[config.mk]
export PLATFORM = sky130hd
export DESIGN_NAME = bin_to_bcd3
export DESIGN_NICKNAME = d
export VERILOG_FILES = /design/src/rtl/bin_to_bcd3.sv
export SDC_FILE = /design/constraint.sdc
export NUM_CORES = 1
export LEC_CHECK = 0
export CORE_ASPECT_RATIO = 0.75
export CORE_MARGIN = 2
export CORE_UTILIZATION = 48
export DETAILED_ROUTE_END_ITERATION = 8
export PLACE_DENSITY = 0.76
export SETUP_SLACK_MARGIN = 0.15
export SLEW_MARGIN = 30
export SYNTH_ARGS = -nofsm -noshare
export SYNTH_HDL_FRONTEND = slang
export SYNTH_SLANG_ARGS = --single-unit
[constraint.sdc]
create_clock -name clk -period 1.3 [get_ports clk]
set_input_delay 0.13 -clock clk [delete_from_list [all_inputs] [get_ports clk]]
set_output_delay 0.13 -clock clk [all_outputs]
set_load 0.02 [all_outputs]
[src/rtl/bin_to_bcd3.sv]
// Sequential binary-to-BCD converter (shift-and-add-3), one shift per clock.
// Produces units/tens/hundreds digits held stable between conversions for a display mux.
module bin_to_bcd3 #(
    parameter int WIDTH = 10,
    parameter bit AUTO  = 1'b0
) (
    input  logic             clk,
    input  logic             rst_n,
    input  logic             start,
    input  logic [WIDTH-1:0] bin_in,
    output logic             busy,
    output logic             done,
    output logic             ovf,
    output logic [3:0]       bcd0,
    output logic [3:0]       bcd1,
    output logic [3:0]       bcd2,
    output logic [1:0]       state
);

    // Handshake: a request (start, or an input change when AUTO) is accepted only
    // in IDLE; each accepted request yields exactly one done pulse, never queued.

    typedef enum logic [1:0] {
        IDLE  = 2'd0,
        SHIFT = 2'd1,
        DONE  = 2'd2
    } state_t;

    localparam int CW = $clog2(WIDTH + 1);

    state_t           cur;
    state_t           nxt;
    logic [WIDTH-1:0] sr;
    logic [WIDTH-1:0] last;
    logic [3:0]       d0;
    logic [3:0]       d1;
    logic [3:0]       d2;
    logic [CW-1:0]    cnt;
    logic             ovf_pend;

    logic             launch;
    logic             last_shift;
    logic             in_over;
    logic [3:0]       a0;
    logic [3:0]       a1;
    logic [3:0]       a2;
    logic [3:0]       s0;
    logic [3:0]       s1;
    logic [3:0]       s2;

    function automatic logic [3:0] add3(input logic [3:0] d);
        return (d >= 4'd5) ? d + 4'd3 : d;
    endfunction

    always_comb begin
        launch     = 1'b0;
        last_shift = 1'b0;
        in_over    = 1'b0;
        a0         = add3(d0);
        a1         = add3(d1);
        a2         = add3(d2);
        // Shift {d2, d1, d0, sr} left by one after the per-digit adjust.
        s0         = {a0[2:0], sr[WIDTH-1]};
        s1         = {a1[2:0], a0[3]};
        s2         = {a2[2:0], a1[3]};
        if (cur == IDLE) begin
            launch = start || (AUTO && (bin_in != last));
        end
        if ((cur == SHIFT) && (cnt == CW'(1))) begin
            last_shift = 1'b1;
        end
        in_over = ({{(32 - WIDTH){1'b0}}, bin_in} > 32'd999);
    end

    always_ff @(posedge clk or negedge rst_n) begin
        if (!rst_n) begin
            cur <= IDLE;
        end else begin
            cur <= nxt;
        end
    end

    always_comb begin
        nxt  = cur;
        busy = 1'b0;
        done = 1'b0;
        case (cur)
            IDLE: begin
                if (launch) begin
                    nxt = SHIFT;
                end
            end
            SHIFT: begin
                busy = 1'b1;
                if (last_shift) begin
                    nxt = DONE;
                end
            end
            DONE: begin
                done = 1'b1;
                nxt  = IDLE;
            end
            default: begin
                nxt = IDLE;
            end
        endcase
    end

    assign state = cur;

    // Scratch datapath: shift register, digits, counter, pending overflow.
    always_ff @(posedge clk or negedge rst_n) begin
        if (!rst_n) begin
            sr       <= '0;
            last     <= '0;
            d0       <= 4'd0;
            d1       <= 4'd0;
            d2       <= 4'd0;
            cnt      <= '0;
            ovf_pend <= 1'b0;
        end else if (launch) begin
            sr       <= bin_in;
            last     <= bin_in;
            d0       <= 4'd0;
            d1       <= 4'd0;
            d2       <= 4'd0;
            cnt      <= CW'(WIDTH);
            ovf_pend <= in_over;
        end else if (cur == SHIFT) begin
            sr  <= {sr[WIDTH-2:0], 1'b0};
            d0  <= s0;
            d1  <= s1;
            d2  <= s2;
            cnt <= cnt - CW'(1);
        end
    end

    // Visible digits load only on entry to DONE, from the final shift's result.
    always_ff @(posedge clk or negedge rst_n) begin
        if (!rst_n) begin
            bcd0 <= 4'd0;
            bcd1 <= 4'd0;
            bcd2 <= 4'd0;
            ovf  <= 1'b0;
        end else if (last_shift) begin
            if (ovf_pend) begin
                bcd0 <= 4'd9;
                bcd1 <= 4'd9;
                bcd2 <= 4'd9;
                ovf  <= 1'b1;
            end else begin
                bcd0 <= s0;
                bcd1 <= s1;
                bcd2 <= s2;
                ovf  <= 1'b0;
            end
        end
    end

endmodule

==> flow_metrics.tcl <==
set metrics [dict create \
    outcome "finished, violations left" \
    violations "setup timing" \
    grt_use_total_pct 25.5 \
    dieHeight_um 61.0 \
    wl_per_cell_um 19.3 \
    drive_gt1_share_pct 45.3 \
    antenna_found_initial 0 \
    internal_power_mw 4.71 \
    fp.dieW_um 80.0 \
    max_cap_viol_count 0 \
    synth_top_area_cell "dfrtp_1" \
    synth_compound_gate_area_share_pct 21.3 \
    post_dp_cell_area_um2 2690 \
    synth_fa_ha_area_share_pct 4.81 \
    io_pins 30 \
    final_area_um2 3270 \
    hold_class "primary input to asynchronous set/reset pin" \
    layout_commonest_cell "dfrtp_1" \
    top_usage_layer "met2" \
    final.setup.tns_ps -2680 \
    fin_nets 295 \
    fin_crit_ps 1510 \
    core_region_area_um2 4100 \
    synth-simple-area-share_pct 15.2 \
    p_per_area_nw_per_um2 2470 \
    fin_skew_ps 4.50 \
    fin_ws_ps -210 \
    syn_area_per_cell_um2 10.3 \
    crit_type "flip-flop to flip-flop" \
    path_clk_slew_ps 80 \
    met1_usage_pct 33.9 \
    final_cell_mix "38 x dfrtp_1, 29 x buf_4, 16 x o21ai_1, 15 x nand2_1, 14 x a22o_1" \
    yosys.area_share.xor_xnor_pct 1.68 \
    grt_pass1_wl_mm 9.03 \
    switching_power_mw 3.38 \
    area.growth.synth_to_final_pct 57.1 \
    worst_ep_required_time_ps 1540 \
    ys_types 31 \
    vias 1867 \
    cts_buffers 5 \
    slew_headroom_pct 70.4 \
    hpwl_mm 3.31 \
    muxShareOfSynthArea_pct 1.92 \
    cp_max_fo 3 \
    initialDrtViolationCount 136 \
    num_antenna_cells 0 \
    gr-usage-met3_pct 4.84 \
    ir_drop_v 0.00194 \
    synthTopCellsByArea "dfrtp_1 51%, a22o_1 5.9%, o21ai_0 5.8%, ha_1 4.8%, a22oi_1 3.2%" \
    drc 0 \
    cp-end-kind "flip-flop" \
    switching_share_pct 41.8 \
    initial_core_util_pct 50.7 \
    fin_util_pct 79.7 \
    final_antenna_net_count 0 \
    setup_viol 27 \
    rrSetupSlack_ps -210 \
    p_comb_share_pct 58.8 \
    rows 20 \
    ys_seq_elements 42 \
    cp-start-kind "flip-flop" \
    cts-root-buf "clkbuf_8" \
    cts.sinks 42 \
    netlist_instances 202 \
    whs_ps 263 \
    clock_latency_ps 300 \
    worst_slew_pin_slew_ps 444 \
    fillerInstances 219 \
    syn_area_um2 2080 \
    portBuffers 29 \
    finalHoldViolCount 0 \
    first_pass_iters 4 \
    cts_tree "built" \
    via_per_inst 5.67 \
    grt_max_degree 30 \
    ys_seq_area_share_pct 50.5 \
    die_area_um2 4880 \
    finalMaxSlewViolations 0 \
    yosysWarningCount 0 \
    syn_nets 223 \
    clk_path_buf_depth 2 \
    overflow 0 \
    synth_top_area_share_pct 50.5 \
    arrival_ps 1750 \
    power_mw 8.09 \
    period_share_pct 116 \
    synth_top_family_by_area "compound AO/OA/AOI/OAI gates" \
    grt_pass1_vias 1760 \
    leakagePower_nw 1.40 \
    rsz0062_at_grt "yes" \
    htree_levels 2 \
    wl_mm 6.36 \
    max_freq_mhz 662 \
    pwr-share-clk_pct 10.8 \
    power.share.sequential_pct 30.4 \
    gp_congestion 0.749 \
    grtUsageMet2_pct 43.0 \
]
[sequential cells by signal (all words and copies together) (netlist names)]
signal	count
sr	10
bcd0	4
bcd1	4
bcd2	4
cnt	4
d0	4
d1	4
d2	4
state	2
ovf	1
ovf_pend	1
[per-layer routing]
| layer | vias to the layer above | share of wire [%] |
|---|---|---|
| li1 | 857 | - |
| met1 | 924 | 43 |
| met5 | - | 0 |
| met4 | 0 | 3.3 |
| met2 | 60 | 49 |
| met3 | 26 | 5.2 |
[worst paths after layout]
check | startpoint | endpoint | depth (start not counted)
setup reg to reg | d2[1]$_DFFE_PN0P_ | bcd2[2]$_DFFE_PN0P_ | 6
hold / removal | rst_n | bcd1[3]$_DFFE_PN0P_ | 2
max in group asynchronous | rst_n | d0[0]$_DFFE_PN0P_ | 3
setup / recovery | d2[1]$_DFFE_PN0P_ | bcd2[2]$_DFFE_PN0P_ | 6
hold reg to reg | ovf$_DFFE_PN0P_ | ovf$_DFFE_PN0P_ | 2
min in group clk | bin_in[0] | sr[0]$_DFFE_PN0P_ | 2
[kinds of logic after synthesis]
| logic type | count (synthesis) |
|---|---|
| flops | 42 |
| xor+xnor | 4 |
| mux | 4 |
| buf+inv | 19 |
| simple gates | 57 |
| compound gates | 68 |
| fa+ha+maj | 8 |
[cell type report]
class | count | area [um2] | share of cell area [%]
flip-flops and latches | 42 | 1060 | 32.3
well taps | 55 | 68.8 | 2.10
clock buffers | 7 | 86.3 | 2.64
multi-input cells | 141 | 1280 | 39.1
inverters | 11 | 58.8 | 1.80
repair buffers | 73 | 721 | 22.0
[per-stage QoR]
stage,std cells,setup slack (ps)
global route,329,-258
floorplan,202,-29.1
global placement,304,-108
CTS,324,-98.5
detailed placement,304,-221
finish,329,-210
[critical path, cell delays in order (launching register included)]
cell and delay (ps):
dfrtp_1 390, inv_2 80, ha_2 170, nand2b_4 150, a21oi_4 200, mux2i_2 280
a22o_1 170
[power groups by stage]
stage               sequential, mW  combinational (mW)  clock (mW)
detailed placement            2.35                3.51           0
global route                  2.51                5.08       0.939
global placement              2.34                3.42           0
finish                        2.45                4.76       0.875
floorplan                     2.54                2.01           0
CTS                           2.37                4.14       0.871
[Yosys cell counts, drive strengths merged]
cell type   n
dfrtp      42
o21ai      27
a21oi      16
nand2      16
a22o       14
nor2       12
inv        11
nor2b      10
a22oi       9
ha          8
nand2b      8
buf         6
nor3        6
mux2i       4
xnor2       4
nor3b       3
clkbuf      2
nand4       1
nor4        1
o21bai      1
o31ai       1
[repair_timing]
item,CTS,global route
hold buffers,1,0
hold endpoints to repair,13,0
resized for setup,89,47
cloned,1,0
endpoints found under the setup margin,57,59
pin swaps,31,21
buffers inserted,11,5
Power figures use the tool's default switching activity.
